[src/rtl/program_launcher_pkg.sv]
// Shared definitions for the program launcher.
// Holds the FSM state encoding, the program ID constants handed to the
// register file through program_selector, the parameter defaults, and a
// small helper for sizing counters.
package program_launcher_pkg;

  // FSM state encoding
  typedef logic [1:0] state_t;
  localparam state_t ST_IDLE = 2'd0;
  localparam state_t ST_HOLD = 2'd1;
  localparam state_t ST_RUN  = 2'd2;

  // Program IDs as seen on program_selector (request bit i -> ID i+1)
  localparam int PROG_NONE  = 0;
  localparam int PROG_FIB   = 1;
  localparam int PROG_SORT  = 2;
  localparam int PROG_SAVE  = 3;
  localparam int PROG_LOAD  = 4;
  localparam int PROG_PUSHA = 5;

  // Parameter defaults
  localparam int DEF_NUM_PROGS      = 5;
  localparam int DEF_HOLD_CYCLES    = 2;
  localparam int DEF_TIMEOUT_CYCLES = 1024;

  function automatic int max_int(input int a, input int b);
    return (a > b) ? a : b;
  endfunction

endpackage

[src/rtl/program_launcher_if.sv]
// Handshake bundle between the program launcher and its surroundings.
// Ports:
//   req              requester -> launcher, level requests, one bit per program
//   proc_done        processor -> launcher, completion of the launched program
//   program_selector launcher -> processor, 0 = none, else program ID
//   launch           launcher -> processor, one-cycle pulse at launch start
//   busy             launcher status, high whenever not idle
//   pending          launcher status, queued requests not yet served
//   timeout          launcher status, one-cycle pulse on RUN abort
// Modports: master = requester/processor side, slave = the launcher itself.
interface program_launcher_if #(
  parameter int NUM_PROGS = 5
);

  logic [NUM_PROGS-1:0] req;
  logic                 proc_done;
  logic [31:0]          program_selector;
  logic                 launch;
  logic                 busy;
  logic [NUM_PROGS-1:0] pending;
  logic                 timeout;

  modport master (
    output req, proc_done,
    input  program_selector, launch, busy, pending, timeout
  );

  modport slave (
    input  req, proc_done,
    output program_selector, launch, busy, pending, timeout
  );

endinterface

[src/rtl/program_launcher_prio_pick.sv]
// Combinational lowest-index-first picker.
// Ports:
//   vec   input  NUM_PROGS  candidate bits
//   idx   output IDX_W      index of the lowest set bit (0 when none set)
//   valid output 1          high when any bit of vec is set
module prio_pick #(
  parameter int NUM_PROGS = 5,
  parameter int IDX_W     = (NUM_PROGS > 1) ? $clog2(NUM_PROGS) : 1
) (
  input  logic [NUM_PROGS-1:0] vec,
  output logic [IDX_W-1:0]     idx,
  output logic                 valid
);

  // Scan from the top down so the last hit, the lowest index, wins
  always_comb begin
    idx   = '0;
    valid = 1'b0;
    for (int i = NUM_PROGS - 1; i >= 0; i--) begin
      if (vec[i]) begin
        idx   = IDX_W'(i);
        valid = 1'b1;
      end
    end
  end

endmodule

[src/rtl/program_launcher.sv]
// Program launcher: turns level requests into queued, one-at-a-time program
// launches. A launch drives program_selector with the program ID for
// HOLD_CYCLES cycles (the processor copy window), then waits in RUN for
// proc_done or aborts after TIMEOUT_CYCLES cycles.
// Ports:
//   clock    system clock, rising edge
//   reset_n  asynchronous active-low reset
//   bus      program_launcher_if.slave (req, proc_done in; selector,
//            launch, busy, pending, timeout out)
module program_launcher
  import program_launcher_pkg::*;
#(
  parameter int NUM_PROGS      = DEF_NUM_PROGS,
  parameter int HOLD_CYCLES    = DEF_HOLD_CYCLES,
  parameter int TIMEOUT_CYCLES = DEF_TIMEOUT_CYCLES
) (
  input  logic               clock,
  input  logic               reset_n,
  program_launcher_if.slave  bus
);

  localparam int CNT_W = $clog2(max_int(HOLD_CYCLES, TIMEOUT_CYCLES)) + 1;
  localparam int IDX_W = (NUM_PROGS > 1) ? $clog2(NUM_PROGS) : 1;

  state_t               state_q, state_d;
  logic [NUM_PROGS-1:0] req_q;
  logic [NUM_PROGS-1:0] pending_q, pending_d;
  logic [CNT_W-1:0]     cnt_q, cnt_d;
  logic [31:0]          sel_q, sel_d;
  logic                 launch_q, launch_d;
  logic                 timeout_q, timeout_d;

  logic [NUM_PROGS-1:0] rise;
  logic [NUM_PROGS-1:0] clear;
  logic [IDX_W-1:0]     pick_idx;
  logic                 pick_valid;

  prio_pick #(
    .NUM_PROGS (NUM_PROGS),
    .IDX_W     (IDX_W)
  ) u_pick (
    .vec   (pending_q),
    .idx   (pick_idx),
    .valid (pick_valid)
  );

  always_comb begin
    rise      = bus.req & ~req_q;
    clear     = '0;
    state_d   = state_q;
    cnt_d     = cnt_q;
    sel_d     = sel_q;
    launch_d  = 1'b0;
    timeout_d = 1'b0;

    case (state_q)
      ST_IDLE: begin
        sel_d = '0;
        if (pick_valid) begin
          clear    = NUM_PROGS'(1) << pick_idx;
          sel_d    = 32'(pick_idx) + 32'd1;
          launch_d = 1'b1;
          cnt_d    = '0;
          state_d  = ST_HOLD;
        end
      end
      ST_HOLD: begin
        // proc_done is deliberately not looked at here
        if (cnt_q == CNT_W'(HOLD_CYCLES - 1)) begin
          sel_d   = '0;
          cnt_d   = '0;
          state_d = ST_RUN;
        end else begin
          cnt_d = cnt_q + 1'b1;
        end
      end
      ST_RUN: begin
        sel_d = '0;
        // Completion is checked first so it beats a coinciding expiry
        if (bus.proc_done) begin
          cnt_d   = '0;
          state_d = ST_IDLE;
        end else if (cnt_q == CNT_W'(TIMEOUT_CYCLES - 1)) begin
          timeout_d = 1'b1;
          cnt_d     = '0;
          state_d   = ST_IDLE;
        end else begin
          cnt_d = cnt_q + 1'b1;
        end
      end
      default: begin
        sel_d   = '0;
        cnt_d   = '0;
        state_d = ST_IDLE;
      end
    endcase

    // A fresh edge on the bit being served keeps it pending
    pending_d = (pending_q & ~clear) | rise;
  end

  always_ff @(posedge clock or negedge reset_n) begin
    if (!reset_n) begin
      state_q   <= ST_IDLE;
      req_q     <= '0;
      pending_q <= '0;
      cnt_q     <= '0;
      sel_q     <= '0;
      launch_q  <= 1'b0;
      timeout_q <= 1'b0;
    end else begin
      state_q   <= state_d;
      req_q     <= bus.req;
      pending_q <= pending_d;
      cnt_q     <= cnt_d;
      sel_q     <= sel_d;
      launch_q  <= launch_d;
      timeout_q <= timeout_d;
    end
  end

  assign bus.program_selector = sel_q;
  assign bus.launch           = launch_q;
  assign bus.busy             = (state_q != ST_IDLE);
  assign bus.pending          = pending_q;
  assign bus.timeout          = timeout_q;

endmodule

[src/flat_wrapper.sv]
// flat-port wrapper written by rule: the top's interface ports become plain ports
module program_launcher_flat import program_launcher_pkg::*;
#(
  parameter int NUM_PROGS      = DEF_NUM_PROGS,
  parameter int HOLD_CYCLES    = DEF_HOLD_CYCLES,
  parameter int TIMEOUT_CYCLES = DEF_TIMEOUT_CYCLES
)
  (clock, reset_n, bus_req, bus_proc_done, bus_program_selector, bus_launch, bus_busy, bus_pending, bus_timeout);
  program_launcher_if #(.NUM_PROGS(NUM_PROGS)) bus_i ();
  input  logic clock;
  input  logic reset_n;
  input wire logic [$bits(bus_i.req)-1:0] bus_req;
  input wire logic [$bits(bus_i.proc_done)-1:0] bus_proc_done;
  output wire logic [$bits(bus_i.program_selector)-1:0] bus_program_selector;
  output wire logic [$bits(bus_i.launch)-1:0] bus_launch;
  output wire logic [$bits(bus_i.busy)-1:0] bus_busy;
  output wire logic [$bits(bus_i.pending)-1:0] bus_pending;
  output wire logic [$bits(bus_i.timeout)-1:0] bus_timeout;
  assign bus_i.req = bus_req;
  assign bus_i.proc_done = bus_proc_done;
  assign bus_program_selector = bus_i.program_selector;
  assign bus_launch = bus_i.launch;
  assign bus_busy = bus_i.busy;
  assign bus_pending = bus_i.pending;
  assign bus_timeout = bus_i.timeout;
  program_launcher #(.NUM_PROGS(NUM_PROGS), .HOLD_CYCLES(HOLD_CYCLES), .TIMEOUT_CYCLES(TIMEOUT_CYCLES)) u_core (.clock(clock), .reset_n(reset_n), .bus(bus_i));
endmodule
[config.mk]
export PLATFORM = sky130hd
export DESIGN_NAME = program_launcher_flat
export DESIGN_NICKNAME = d
export VERILOG_FILES = /design/src/rtl/program_launcher_pkg.sv /design/src/rtl/program_launcher_if.sv /design/src/rtl/program_launcher_prio_pick.sv /design/src/rtl/program_launcher.sv /design/src/flat_wrapper.sv
export SDC_FILE = /design/constraint.sdc
export NUM_CORES = 1
export LEC_CHECK = 0
export ABC_AREA = 1
export BUFFER_PORTS_ARGS = -buffer_cell sky130_fd_sc_hd__clkbuf_2
export CAP_MARGIN = 20
export CORE_ASPECT_RATIO = 1.75
export CORE_MARGIN = 2
export CORE_UTILIZATION = 30
export DETAILED_ROUTE_END_ITERATION = 6
export GPL_TIMING_DRIVEN = 1
export PLACE_DENSITY = 0.58
export SETUP_SLACK_MARGIN = 0.5
export SLEW_MARGIN = 20
export SYNTH_ARGS = -nofsm -noshare
export SYNTH_HDL_FRONTEND = slang
export SYNTH_SLANG_ARGS = --single-unit
export TNS_END_PERCENT = 50
[constraint.sdc]
create_clock -name clock -period 1.4 [get_ports clock]
set_input_delay 0.28 -clock clock [delete_from_list [all_inputs] [get_ports clock]]
set_output_delay 0.28 -clock clock [all_outputs]
set_load 0.01 [all_outputs]
* Word level (Yosys, flattened, before mapping) *
Cells that the tools add are included.

storage, ports and cells
  flip-flop bits (word level) = 57
  bits of input ports = 8
  word-level logic and storage cells = 55

operators by class
  add/sub/neg operators = 2
  equality and inequality tests = 7
  shift operators = 1
  muxes and demuxes = 30
  bitwise logic cells = 5
  reduce and logical (&&, ||, !) cells = 3

operators with widths
  cell                                                   count
  2-to-1 mux 32 bit                                      2
  one-hot mux 32 bit (2 select lines)                    1
  2-to-1 mux 11 bit                                      4
  one-hot mux 11 bit (3 select lines)                    1
  2-to-1 mux 3 bit                                       5
  adder 11 x 1 -> 11 bit, second input constant          1
  equality test 11 x 1 -> 1 bit, second input constant   1
  equality test 11 x 10 -> 1 bit, second input constant  1
  AND 5 bit                                              2
  2-to-1 mux 1 bit                                       10
  2-to-1 mux 5 bit                                       2
  inverter 5 bit                                         2
  2-to-1 mux 2 bit                                       4
  one-hot mux 2 bit (3 select lines)                     1
  bitwise OR 5 bit                                       1
  << shifter 1 x 3 -> 5 bit, first input constant        1
  adder 3 x 1 -> 4 bit, second input constant            1
  inequality test 2 x 1 -> 1 bit, second input constant  2
  inequality test 3 x 2 -> 1 bit, second input constant  1
  AND reduction 3 bit                                    1
  equality test 2 x 1 -> 1 bit, second input constant    1
  equality test 2 bit, second input constant             1
  zero test 2 bit                                        1
  nonzero test 2 bit                                     1

* Depth between registers and ports, before layout *
  word-level depth = 11
  depth in mapped cells = 11

* Cells and area by module *
From an unflattened synthesis, not the netlist that was laid out.

unflattened totals
  cells, all modules = 217
  area, all modules = 1825.5 um^2

modules (own cells, without submodules)
  module            instances  cells an instance  area each (um^2)  seq. area each (um^2)
  program_launcher  1          206                1771.7            725.7
  prio_pick         1          11                 53.8              0.0

* Worst setup path before layout *
No wires, ideal clock.

  kind = register to register
  start point = register u_core.pending_q[0] (netlist: u_core.bus.pending[0])
  end point = register u_core.sel_q[2] (netlist: u_core.bus.program_selector[2])
  library setup time = 0.095 ns
  data arrival time = 1.312 ns
  data required time = 1.305 ns
  path slack = -0.008 ns
  cell stages (with the launch flop) = 8
  buffers on the path = 0
  cell sequence = dfrtp_1 > inv_1 > nand2_1 > nor2_1 > inv_1 > nor2_1 > ha_1 > o31ai_1

between the ends
  word-level cells in the longest chain between the ends = 4
  elaborated cells on any way between the ends = 5

RTL lines
  element                                RTL line                          source
  start: declaration                     program_launcher.sv:27            logic [NUM_PROGS-1:0] pending_q, pending_d;
  start signal: assignment               program_launcher.sv:114           pending_q <= pending_d;
  2-to-1 mux 3 bit                       program_launcher_prio_pick.sv:20  if (vec[i]) begin
  adder 3 x 1 -> 4 bit                   program_launcher.sv:61            sel_d = 32'(pick_idx) + 32'd1;
  2-to-1 mux 32 bit *                    program_launcher.sv:59            if (pick_valid) begin
  one-hot mux 32 bit (2 select lines) *  program_launcher.sv:56            case (state_q)
  end signal: assignment                 program_launcher.sv:116           sel_q <= sel_d;
  end: declaration                       program_launcher.sv:29            logic [31:0] sel_q, sel_d;

Every way passes the cells marked *; elsewhere a longest branch is shown, timed or not.
A chain may end at the register's enable or synchronous reset.

* Worst setup path in the final report *
  start point = register u_core.pending_q[2] (netlist: u_core.bus.pending[2])
  end point = register u_core.sel_q[2] (netlist: u_core.bus.program_selector[2])

between the ends
  word-level cells in the longest chain between the ends = 6
  elaborated cells on any way between the ends = 9

RTL lines
  element                                RTL line
  2-to-1 mux 3 bit (3 in series)         program_launcher_prio_pick.sv:20
  adder 3 x 1 -> 4 bit                   program_launcher.sv:61
  2-to-1 mux 32 bit *                    program_launcher.sv:59
  one-hot mux 32 bit (2 select lines) *  program_launcher.sv:56

Marked as above.

==> impl_results.md <==
- Status: finished, violations left
- Failing checks: negative hold slack, negative setup slack
- Register area: 729.5 µm²
- Nets: 277
- Max FO, Critical Path: 3
- Filler Cell Count: 565
- #FFs+latches synth: 29
- Routed wl met3: 175 µm
- Endpoints failing hold: 17
- Max Clk Rate: 658.1 MHz
- Startpoint types: register
- Synth top area share: 0.4306
- Routed WL: 3935 µm
- Multi-input logic area: 925.9 µm²
- Hold slack: -53.34 ps
- CTS root buf: clkbuf_8
- EDFF count, synth: 0
- Commonest non-fill, non-tap cell in the layout: buf_4
- Pwr dens: 1636 nW/µm²
- Gate Count Post-Synth: 196
- Worst Skew: 9.960 ps
- DIE AREA: 6257 µm²
- Final setup vio count: 17
- Initial Util: 0.3067
- Largest net degree at the start of global routing: 20
- Vias in the first global route: 1,367
- Clk sinks: 29
- DR vias/cell: 4.237
- Leakage: 1.160 nW
- Tcrit/Tclk final: 1.085
- Final min period: 1520 ps
- Required time worst endpoint: 1580 ps
- Global route overflow: 0
- Final Util: 0.4390
- Worst Setup Slack, final: -119.5 ps
- Final instance area: 2412 µm²
- FFs w/ async S/R, synth: 1.000
- DR iter-0 viols: 34
- Max Used Layer: met4
- H-tree Lvls: 2
- Cell variety after synth: 30
- Initial antenna violation count: 0
- Worst-case vdd ir drop: 0.0005284 V
- TritonCTS clock tree: yes
- Maxcap violations: 0
- Final setup TNS: -1168 ps
- CTS buffer count: 5
- First-pass GRT wire length: 5996 µm
- Met2 WL: 2451 µm
- Hold Crit Class: in -> async
- Placer Congestion: 0.7953
- Final Power: 0.003946 W
- Register area share after synthesis: 0.4306
- Final max-slew violation count: 0
- Core area: 5495 µm²
- Inserted Diodes: 0
- Cell Rows: 36
- WL met1: 1258 µm
- Vias: 1,432
- RSZ-0062 raised after global routing: yes
- Area growth syn-to-layout: 43.13%
- Ys Warns: 0
- WL per Instance: 11.64 µm
- Die Ht: 103.2 µm
- Most frequent cells in the layout: buf_4, conb_1, dfrtp_1
- Ports: 48
- Final HPWL DP: 2751 µm
- Layout cells sized above 1: 0.4809
- Primary FF master, synth: dfrtp_1
- Netlist Area Pre-Place: 1685 µm²
- DRT Pass-1 Iters: 4
- Critical path capture point type: register
- Clock Pin Slew Worst Setup and Hold Paths: 70 ps
- Total GRT Usage: 0.1285
- Clock tree buffer depth: 2
- Synth area leaders: dfrtp_1, buf_4, nand2_1
- Port bufs: 19
- Worst EP arrival: 1700 ps
- Pre-CTS setup slack: -144.1 ps
- Crit path kind: reg -> reg
- Antenna viol nets, final: 0
- Area leader, netlist: dfrtp_1
- Die X: 60.66 µm
- Area after DPL: 1924 µm²
- DR DRC count: 0
- Worst-skew pair later-pin latency: 280 ps
- Average size of a mapped cell: 8.599 µm²
[state kept, by name (all words and copies together) (netlist names)]
signal                       flops
u_core.bus.pending               5
u_core.bus.program_selector      4
u_core.bus.launch                1
u_core.state_q                   2
u_core.bus.timeout               1
u_core.req_q                     5
u_core.cnt_q                    11
[what timing repair did]
| action | CTS | global route |
|---|---|---|
| endpoints found under the setup margin | 36 | 36 |
| resized for setup | 35 | 47 |
| pin swaps | 19 | 17 |
| hold endpoints to repair | 17 | 17 |
| buffers inserted | 12 | 7 |
| cloned | 0 | 0 |
[layer usage]
layer  track usage  vias up
li1              -      691
met3       0.02635        6
met4       0.04348        0
met2        0.2589       53
met1        0.1199      682
met5             0        -
[path summary, 6_finish.rpt]
check	slack, ps	end	cells after the start	from
setup reg to reg	-120	u_core.bus.program_selector[2]	6	u_core.bus.pending[2]
hold reg to reg	410	u_core.bus.pending[3]	1	u_core.req_q[3]
min in group clock	120	u_core.req_q[3]	1	bus_req[3]
max in group asynchronous	980	u_core.cnt_q[5]	2	reset_n
setup / recovery	-120	u_core.bus.program_selector[2]	6	u_core.bus.pending[2]
hold / removal	-50	u_core.bus.timeout	1	reset_n
[final cells by class]
cell class / instances / share of cell area
multi-input cells: 136 / 0.3838
flip-flops and latches: 29 / 0.3024
repair buffers: 60 / 0.1831
inverters: 29 / 0.04927
clock buffers: 7 / 0.03994
well taps: 76 / 0.03942
clock inverters: 1 / 0.002075
[worst max-delay path, stage by stage (launching register included)]
cell,delay (ps)
dfrtp_2,440
buf_6,130
nor2_4,130
o21ai_4,90
nor2_2,110
ha_2,290
o31ai_1,240
[cell families (layout without fill, tap and decap cells)]
group | after synthesis | count (layout) | share of synthesized area
xor gates and xnor gates | 3 | 3 | 0.01559
buffers and inverters | 58 | 97 | 0.1960
adders and majority gates | 8 | 8 | 0.05939
other | 1 | 28 | 0.002225
AOI/OAI and AO/OA | 26 | 26 | 0.09132
DFF | 29 | 29 | 0.4306
and+or+nand+nor | 71 | 71 | 0.2049
[metrics by stage]
stage	std cells	hold slack, ps
after floorplan	223	-15.59
after global placement	311	252.4
after detailed placement	311	252.9
after CTS	331	-44.89
after global routing	338	-15.00
final	338	-53.34
[where the power goes]
part	total [W]	internal (W)	switching [W]
clock	0.000766	0.000444	0.000322
combinational	0.00208	0.00100	0.00108
sequential	0.00110	0.000985	0.000116
[cell usage after synthesis, types with 2 or more instances]
cell	number
inv_1	27
nor2_2	2
nor2_1	18
o22ai_1	2
a21oi_1	6
xor2_1	3
dfrtp_1	29
nand3_1	7
o21ai_0	9
buf_4	28
nand2_2	2
nand4_1	2
ha_1	8
nand2_1	30
o21ai_1	2
inv_2	2
nor3_1	3
o31ai_1	3
nor2_4	2
(Power assumes the default switching activity.)
